===== src/rtl/if_prefetch_pkg.sv =====
`default_nettype none
// ------------------------------------------------------------------
// if_prefetch_pkg: shared defaults and redirect priority encoding
// rev 1.0
// ------------------------------------------------------------------
package if_prefetch_pkg;

  localparam int          c_ISA_WIDTH   = 32;
  localparam int          c_ROM_DEPTH   = 14;
  localparam int          c_QUEUE_DEPTH = 4;
  localparam logic [31:0] c_RESET_PC    = 32'h0000_0000;

  typedef enum logic [1:0] {
    REDIR_NONE   = 2'd0,
    REDIR_OFFSET = 2'd1,
    REDIR_JUMP   = 2'd2,
    REDIR_RESET  = 2'd3
  } redir_e;

  // pc_reset wins over an absolute jump, which wins over an offset branch
  function automatic redir_e redir_decode(input logic i_pc_reset,
                                          input logic i_jump,
                                          input logic i_offset);
    if (i_pc_reset) return REDIR_RESET;
    if (i_jump)     return REDIR_JUMP;
    if (i_offset)   return REDIR_OFFSET;
    return REDIR_NONE;
  endfunction

endpackage
`default_nettype wire


===== src/rtl/if_prefetch_fifo.sv =====
`default_nettype none
// ------------------------------------------------------------------
// if_prefetch_fifo: prefetch queue of {instr, pc} with flush
// rev 1.0
// ------------------------------------------------------------------
module if_prefetch_fifo #(
  parameter int WIDTH = 64,
  parameter int DEPTH = 4
) (
  input  logic                         clk,
  input  logic                         rst_n,
  input  logic                         i_push,
  input  logic [WIDTH-1:0]             i_data,
  input  logic                         i_pop,
  input  logic                         i_flush,
  output logic                         o_valid,
  output logic [WIDTH-1:0]             o_head,
  output logic [$clog2(DEPTH+1)-1:0]   o_count
);

  localparam int AW = (DEPTH > 1) ? $clog2(DEPTH) : 1;
  localparam int CW = $clog2(DEPTH + 1);

  logic [WIDTH-1:0] r_mem [DEPTH];
  logic [AW-1:0]    r_wr_ptr;
  logic [AW-1:0]    r_rd_ptr;
  logic [CW-1:0]    r_count;
  logic             w_full;
  logic             w_do_push;
  logic             w_do_pop;

  assign o_valid   = (r_count != '0);
  assign w_full    = (r_count == CW'(DEPTH));
  assign w_do_pop  = i_pop && o_valid;
  // a pop frees the slot the simultaneous push lands in, even when full
  assign w_do_push = i_push && (!w_full || w_do_pop);
  assign o_head    = o_valid ? r_mem[r_rd_ptr] : '0;
  assign o_count   = r_count;

  always_ff @(posedge clk or negedge rst_n) begin
    if (!rst_n) begin
      r_wr_ptr <= '0;
      r_rd_ptr <= '0;
      r_count  <= '0;
    end else if (i_flush) begin
      r_wr_ptr <= '0;
      r_rd_ptr <= '0;
      r_count  <= '0;
    end else begin
      if (w_do_push) r_wr_ptr <= r_wr_ptr + AW'(1);
      if (w_do_pop)  r_rd_ptr <= r_rd_ptr + AW'(1);
      case ({w_do_push, w_do_pop})
        2'b10:   r_count <= r_count + CW'(1);
        2'b01:   r_count <= r_count - CW'(1);
        default: r_count <= r_count;
      endcase
    end
  end

  always_ff @(posedge clk) begin
    if (w_do_push && !i_flush) r_mem[r_wr_ptr] <= i_data;
  end

endmodule
`default_nettype wire


===== src/rtl/if_prefetch_unit.sv =====
`default_nettype none
// ------------------------------------------------------------------
// if_prefetch_unit: fetch PC, redirects, memory/UART mux, prefetch queue
// rev 1.0
// ------------------------------------------------------------------
module if_prefetch_unit
  import if_prefetch_pkg::*;
#(
  parameter int                   ISA_WIDTH   = c_ISA_WIDTH,
  parameter int                   ROM_DEPTH   = c_ROM_DEPTH,
  parameter int                   QUEUE_DEPTH = c_QUEUE_DEPTH,
  parameter logic [ISA_WIDTH-1:0] RESET_PC    = ISA_WIDTH'(c_RESET_PC)
) (
  input  logic                 clk,
  input  logic                 rst_n,
  input  logic                 i_uart_active,
  input  logic                 i_uart_we,
  input  logic [ROM_DEPTH:0]   i_uart_addr,
  input  logic [ISA_WIDTH-1:0] i_uart_data,
  input  logic                 i_redir_offset,
  input  logic                 i_redir_jump,
  input  logic                 i_pc_reset,
  input  logic [ISA_WIDTH-1:0] i_redir_base,
  input  logic [ISA_WIDTH-1:0] i_redir_value,
  input  logic                 i_out_ready,
  output logic                 o_out_valid,
  output logic [ISA_WIDTH-1:0] o_out_instr,
  output logic [ISA_WIDTH-1:0] o_out_pc,
  output logic                 o_mem_en,
  output logic                 o_mem_we,
  output logic [ROM_DEPTH-1:0] o_mem_addr,
  output logic [ISA_WIDTH-1:0] o_mem_wdata,
  input  logic [ISA_WIDTH-1:0] i_mem_rdata
);

  localparam int CW = $clog2(QUEUE_DEPTH + 1);

  logic [ISA_WIDTH-1:0]   r_fetch_pc;
  logic [ISA_WIDTH-1:0]   r_req_pc;
  logic                   r_inflight;
  redir_e                 w_redir_sel;
  logic                   w_redir;
  logic [ISA_WIDTH-1:0]   w_target;
  logic                   w_issue;
  logic                   w_flush;
  logic                   w_pop;
  logic [CW-1:0]          w_count;
  logic [2*ISA_WIDTH-1:0] w_head;

  assign w_redir_sel = redir_decode(i_pc_reset, i_redir_jump, i_redir_offset);
  assign w_redir     = (w_redir_sel != REDIR_NONE);

  always_comb begin
    w_target = r_fetch_pc;
    case (w_redir_sel)
      REDIR_RESET:  w_target = RESET_PC;
      REDIR_JUMP:   w_target = i_redir_value;
      REDIR_OFFSET: w_target = i_redir_base + (i_redir_value << 2);
      default:      w_target = r_fetch_pc;
    endcase
  end

  // occupancy is taken before this cycle's pop, so a full queue stalls one cycle while draining
  assign w_issue = rst_n && !i_uart_active && !w_redir &&
                   (((CW+1)'(w_count) + (CW+1)'(r_inflight)) < (CW+1)'(QUEUE_DEPTH));
  assign w_flush = w_redir || i_uart_active;
  assign w_pop   = o_out_valid && i_out_ready;

  always_ff @(posedge clk or negedge rst_n) begin
    if (!rst_n) begin
      r_fetch_pc <= RESET_PC;
      r_req_pc   <= '0;
      r_inflight <= 1'b0;
    end else begin
      r_inflight <= w_issue;
      if (w_redir) begin
        r_fetch_pc <= w_target;
      end else if (w_issue) begin
        r_fetch_pc <= r_fetch_pc + ISA_WIDTH'(4);
        r_req_pc   <= r_fetch_pc;
      end
    end
  end

  // a response landing in a flush cycle is dropped because flush dominates push
  if_prefetch_fifo #(
    .WIDTH (2*ISA_WIDTH),
    .DEPTH (QUEUE_DEPTH)
  ) u_fifo (
    .clk     (clk),
    .rst_n   (rst_n),
    .i_push  (r_inflight),
    .i_data  ({i_mem_rdata, r_req_pc}),
    .i_pop   (w_pop),
    .i_flush (w_flush),
    .o_valid (o_out_valid),
    .o_head  (w_head),
    .o_count (w_count)
  );

  assign o_out_instr = w_head[2*ISA_WIDTH-1:ISA_WIDTH];
  assign o_out_pc    = w_head[ISA_WIDTH-1:0];

  always_comb begin
    o_mem_en    = w_issue;
    o_mem_we    = 1'b0;
    o_mem_addr  = r_fetch_pc[ROM_DEPTH+1:2];
    o_mem_wdata = '0;
    if (i_uart_active) begin
      o_mem_en    = i_uart_we;
      o_mem_we    = i_uart_we & ~i_uart_addr[ROM_DEPTH];
      o_mem_addr  = i_uart_addr[ROM_DEPTH-1:0];
      o_mem_wdata = i_uart_data;
    end
  end

endmodule
`default_nettype wire


===== config.mk =====
export PLATFORM = sky130hd
export DESIGN_NAME = if_prefetch_unit
export DESIGN_NICKNAME = d
export VERILOG_FILES = /design/src/rtl/if_prefetch_pkg.sv /design/src/rtl/if_prefetch_fifo.sv /design/src/rtl/if_prefetch_unit.sv
export SDC_FILE = /design/constraint.sdc
export NUM_CORES = 1
export LEC_CHECK = 0
export CAP_MARGIN = 20
export CORE_MARGIN = 5
export CORE_UTILIZATION = 30
export DETAILED_ROUTE_END_ITERATION = 10
export GPL_ROUTABILITY_DRIVEN = 0
export MAX_ROUTING_LAYER = met4
export SYNTH_ARGS = -nofsm -noshare
export SYNTH_HDL_FRONTEND = slang
export SYNTH_HIERARCHICAL = 1
export SYNTH_SLANG_ARGS = --single-unit

===== constraint.sdc =====
create_clock -name clk -period 6.1 [get_ports clk]
set_input_delay 1.525 -clock clk [delete_from_list [all_inputs] [get_ports clk]]
set_output_delay 1.525 -clock clk [all_outputs]
set_load 0.1 [all_outputs]

# --- Word-level counts from Yosys, hierarchy flattened ---
# Memory sizes are Yosys's and may differ from the RTL's.
# Index checks and enable logic that the tools add are counted.
# Widths: inputs -> output; s select.
totals:
  register_bits: 72
  ram_bits: 256
  output_inout_bits: 113
  wordCells: 74
  n_memories: 1
memory_table:
  columns: ["memory", "depth", "word_bits", "rd", "rd_clocked_by_memory_dff", "write_ports", "line_no", "rtl"]
  rows:
  - ["u_fifo.r_mem", 4, 64, 1, 0, 1, "if_prefetch_fifo.sv:24", "logic [WIDTH-1:0] r_mem [DEPTH];"]
classes:
  add_sub_neg: 7
  n_lt_le_gt_ge: 1
  eq_ne: 7
  muxes: 28
  bitwise: 3
  reduce_logical: 21
op_table:
  columns: ["cell", "count"]
  rows:
  - ["$mux 32", 3]
  - ["$pmux 32 s3", 1]
  - ["$mux 64", 1]
  - ["$add 32x3->32 const B", 1]
  - ["$add 32x32->32", 1]
  - ["$mux 2", 10]
  - ["$mux 14", 1]
  - ["$mux 1", 10]
  - ["$reduce_bool 2->1", 4]
  - ["$logic_and 1x1->1", 7]
  - ["$eq 2x2->1 const B", 3]
  - ["$pmux 3 s2", 1]
  - ["$reduce_bool 3->1", 2]
  - ["$add 2x1->2 const B", 2]
  - ["$add 3x1->4", 1]
  - ["$eq 2x1->1 const B", 2]
  - ["$logic_not 1->1", 4]
  - ["$lt 4x3->1 const B", 1]
  - ["$ne 4x1->1 const B", 1]
  - ["$reduce_and 2->1", 2]
  - ["$add 3x1->3 const B", 1]
  - ["$eq 3x3->1 const B", 1]
  - ["$mux 3", 1]
  - ["$sub 3x1->3 const B", 1]
  - ["3 further kinds", 5]

# --- Longest topological paths before layout ---
depth:
  ltp_word: 13
  depth_mapped: 12
  ltp_nobuf: 11

# --- Modules after synthesis ---
# The synthesis kept the hierarchy.
modules_own_cells:
  columns: ["module", "instances", "cells_per_inst", "area_each_um2", "seq_area_each_um2"]
  rows:
  - ["if_prefetch_fifo", 1, 467, 10218.6, 7862.5]
  - ["if_prefetch_unit", 1, 700, 5454.0, 1626.6]

# --- Worst setup path before layout ---
# No wires, ideal clock.
synth_path:
  path_type: "input to output"
  startpoint: "input i_uart_active"
  endpoint: "output o_mem_addr[13]"
  t_arrival_ns: 3.802
  required_time_ns: 4.575
  path_slack_ns: 0.773
  path_stages: 2
  cell_sequence: "clkbuf_1 -> o21ai_0"
synth_between:
  elab_chain_len: 1
synth_rtl:
  columns: ["element", "line_no", "rtl"]
  rows:
  - ["from (decl)", "if_prefetch_unit.sv:16", "input logic i_uart_active,"]
  - ["$mux 14", "if_prefetch_unit.sv:109", "if (i_uart_active) begin"]
  - ["to (decl)", "if_prefetch_unit.sv:31", "output logic [ROM_DEPTH-1:0] o_mem_addr,"]
# No other way between the ends.

# --- Worst setup path in the final report ---
layout_path:
  startpoint: "register u_fifo.r_rd_ptr[0]"
  endpoint: "output o_out_instr[0]"
layout_between:
  elab_chain_len: 2
layout_rtl:
  columns: ["element", "line_no", "rtl"]
  rows:
  - ["from (decl)", "if_prefetch_fifo.sv:26", "logic [AW-1:0] r_rd_ptr;"]
  - ["from (signal assigned)", "if_prefetch_fifo.sv:51", "if (w_do_pop) r_rd_ptr <= r_rd_ptr + AW'(1);"]
  - ["$mem_v2 4x64", null, null]
  - ["$mux 64", "if_prefetch_fifo.sv:37", "assign o_head = o_valid ? r_mem[r_rd_ptr] : '0;"]
  - ["to (decl)", "if_prefetch_unit.sv:27", "output logic [ISA_WIDTH-1:0] o_out_instr,"]
# No other way between the ends.

==> flow_summary.ini <==
[outcome]
outcome = completed

[worst_setup_path]
slowest_delay_ns = 0.97
path_max_fanout = 38
cp.arrival_ns = 3.58
startpoint_type = register
crit_path_end_kind = output port
required_ns = 4.58
worstSetupPathType = reg2out
cp_slowest_cell = clkdlybuf4s50_1
worstPathCellList = buf_4, mux4_2, and2_1, clkdlybuf4s50_1
cp_top_family = buffers and inverters
path_buf_inv = 2

[clock_network]
cts_hold_buf = 0
cts.clk_slew.worst_paths_ns = 0.06
cts_sinks = 328
root_buffer = clkbuf_16
cts_tree = yes
clock_latency_ns = 0.52
post_cts_buffers = 0
cts_resized = 0
cts.path.max_buffers = 3
h-tree-depth = 2
cts_buffers = 37

[route]
drt_wl_total_um = 40000
drc = 0
drt_iter0_drc = 813
post_drt_wl_per_cell_um = 18.7
num_vias = 10300
vias_per_cell = 4.81
detail-route-antenna-nets = 0
firstDrtPassIters = 5

[placed_design]
numPortBuffers = 263
hpwl_um = 28100

[finish]
area_growth_pct = 28.1
fin_nets = 1616
post-route-util_pct = 39.0
drive_above_1_share_pct = 15.2

[yosys]
syn_nets = 1358
synth-seq-area-share_pct = 60.5
synth_area_leader_cell = edfxtp_1
async_reset_ff_share_pct = 22.0
netlist_area_um2 = 15700
yosys-top-cells-count = edfxtp_1 (256), nand2_1 (159), and2_1 (105), dfrtp_1 (72), mux4_2 (64)
syn_area_per_cell_um2 = 13.4
ys_types = 71
synth.ff_latch_count = 328
netlist_instances = 1167
synth_top_area_share_pct = 49.0
synthFlopType = edfxtp_1
netlist_top_cells_area = edfxtp_1 (49%), dfrtp_1 (11%), mux4_2 (9.2%), and2_1 (4.2%), nand2_1 (3.8%)
yosys_warnings = 6
synth_most_common_cell = edfxtp_1
synth_edf_count = 256

[timing]
post-route-period-util_pct = 83.7
slew_violations = 0
fin_tns_setup_ns = 0
final_hold_viol_count = 0
skew_ns = 0.0144
slew_headroom_pct = 26.8
period_needed_ns = 5.11
rsz0062_at_grt = false
worst_slew_pin_slew_ns = 1.10
fmax_mhz = 196
setup_viol = 0

[power_and_ir_drop]
switchingPower_uw = 1270
clockPowerShare_pct = 40.8
intPower_uw = 3920
p_sw_share_pct = 24.4
power_frac_comb_pct = 11.3
power.density_nw_per_um2 = 258
p_seq_share_pct = 47.9
power_leakage_uw = 0.00726
max-vdd-ir-drop_v = 0.000159

[floorplanning]
rows = 83
core_um2 = 51500
initial_core_util_pct = 30.4
die_height_um = 239
die_x_um = 239
dieArea_um2 = 56900
pin_count = 264

[grt]
grt_pass1_vias = 10500
grt.overflow.total = 0
antenna_found_initial = 1
grt_pass1_wl_um = 62100
track_usage_pct = 14.1
grt_max_degree = 73

[job]
maxCapViolCount = 0

[min_path]
hp-class = reg2reg
==> cell families (layout without fill, tap and decap cells) <==
| logic type | Yosys count | after routing | share of synthesized area, % |
|---|---|---|---|
| muxes | 76 | 76 | 10.1 |
| xor gates and xnor gates | 37 | 37 | 2.07 |
| adders and majority gates | 40 | 40 | 3.29 |
| other | 0 | 1 | 0 |
| DFF | 328 | 328 | 60.5 |
| AOI/OAI and AO/OA | 204 | 204 | 8.85 |
| buffers and inverters | 85 | 372 | 2.52 |
| and+or+nand+nor | 397 | 397 | 12.7 |
==> through the flow <==
stage	cell area, um^2	worst slack [ns]	hold slack [ns]	std cells	total power, uW
floorplan	15700	0.773	0.439	1167	2880
detailed placement	18900	1.07	0.481	2066	3120
finish	20100	0.994	0.479	2135	5180
CTS	20100	0.873	0.495	2134	5260
global placement	18900	1.14	0.463	2066	3110
global route	20100	0.729	0.514	2135	5410
==> placed cells by master (no fill, tap or decap), drive strengths merged, types with 7 or more instances in the layout <==
master,synthesis,final
mux4,64,64
clkinv,0,16
xnor2,24,24
nor2,42,42
nor3,13,13
o21a,9,9
and3,8,8
a21oi,45,45
or3,8,8
nand4,12,12
o21ai,49,49
a211oi,11,11
and2,105,105
ha,38,38
clkbuf,36,47
nand2,159,159
a21o,12,12
nor2b,7,7
nand3,26,26
xor2,13,13
mux2,12,12
edfxtp,256,256
o211ai,8,8
buf,26,68
inv,23,25
clkdlybuf4s50,0,212
dfrtp,72,72
a22oi,18,18
==> worst register-to-register path, cell delays in order, from the launching register on <==
cell	delay (ns)
dfrtp_1	0.57
or3_4	0.66
and2_1	0.50
nor4b_2	0.14
nor3_1	0.34
and2_4	0.59
buf_4	0.40
==> metal layers <==
metal | vias to the layer above | wire length [um] | GRT usage (%)
li1 | 4901 | - | -
met1 | 5062 | 18300 | 19.1
met3 | 42 | 1980 | 2.22
met4 | 0 | 611 | 2.45
met2 | 274 | 19100 | 23.1
met5 | - | 0 | -
==> state kept, by name (all words and copies together) (netlist names) <==
register         count
u_fifo/r_mem       256
r_inflight           1
r_fetch_pc          32
u_fifo/o_count       3
r_req_pc            32
u_fifo/r_wr_ptr      2
u_fifo/r_rd_ptr      2
==> final cells by class <==
class | count | area (um^2)
inverters | 23 | 86.3
repair buffers | 281 | 2680
flip-flops and latches | 328 | 9490
diodes | 1 | 2.50
clock buffers | 46 | 991
fillers | 4939 | 31400
clock inverters | 22 | 179
multi-input cells | 754 | 5800
well taps | 680 | 851
==> power groups by stage <==
| stage | logic (uW) | registers, uW | clock network [uW] |
|---|---|---|---|
| global route | 634 | 2490 | 2290 |
| CTS | 588 | 2490 | 2180 |
| detailed placement | 585 | 2530 | 0 |
| floorplan | 372 | 2510 | 0 |
| finish | 586 | 2490 | 2110 |
| global placement | 583 | 2530 | 0 |
==> path summary, 6_finish.rpt <==
check	startpoint	end	slack (ns)	cells past startpoint
max	u_fifo/r_rd_ptr[0]$_DFFE_PN0P_	o_out_instr[0]	0.99	4
min reg2reg	r_fetch_pc[1]$_DFFE_PN0P_	r_req_pc[1]$_DFFE_PN0P_	0.48	2
min	r_fetch_pc[1]$_DFFE_PN0P_	r_req_pc[1]$_DFFE_PN0P_	0.48	2
max reg2reg	u_fifo/o_count[0]$_DFFE_PN0P_	u_fifo/r_mem[0][57]$_DFFE_PP_	2.58	6
max in group asynchronous	rst_n	u_fifo/r_rd_ptr[0]$_DFFE_PN0P_	4.16	2
min in group asynchronous	rst_n	u_fifo/o_count[2]$_DFFE_PN0P_	1.24	2
Note: power is estimated with default switching activity, not from simulation.
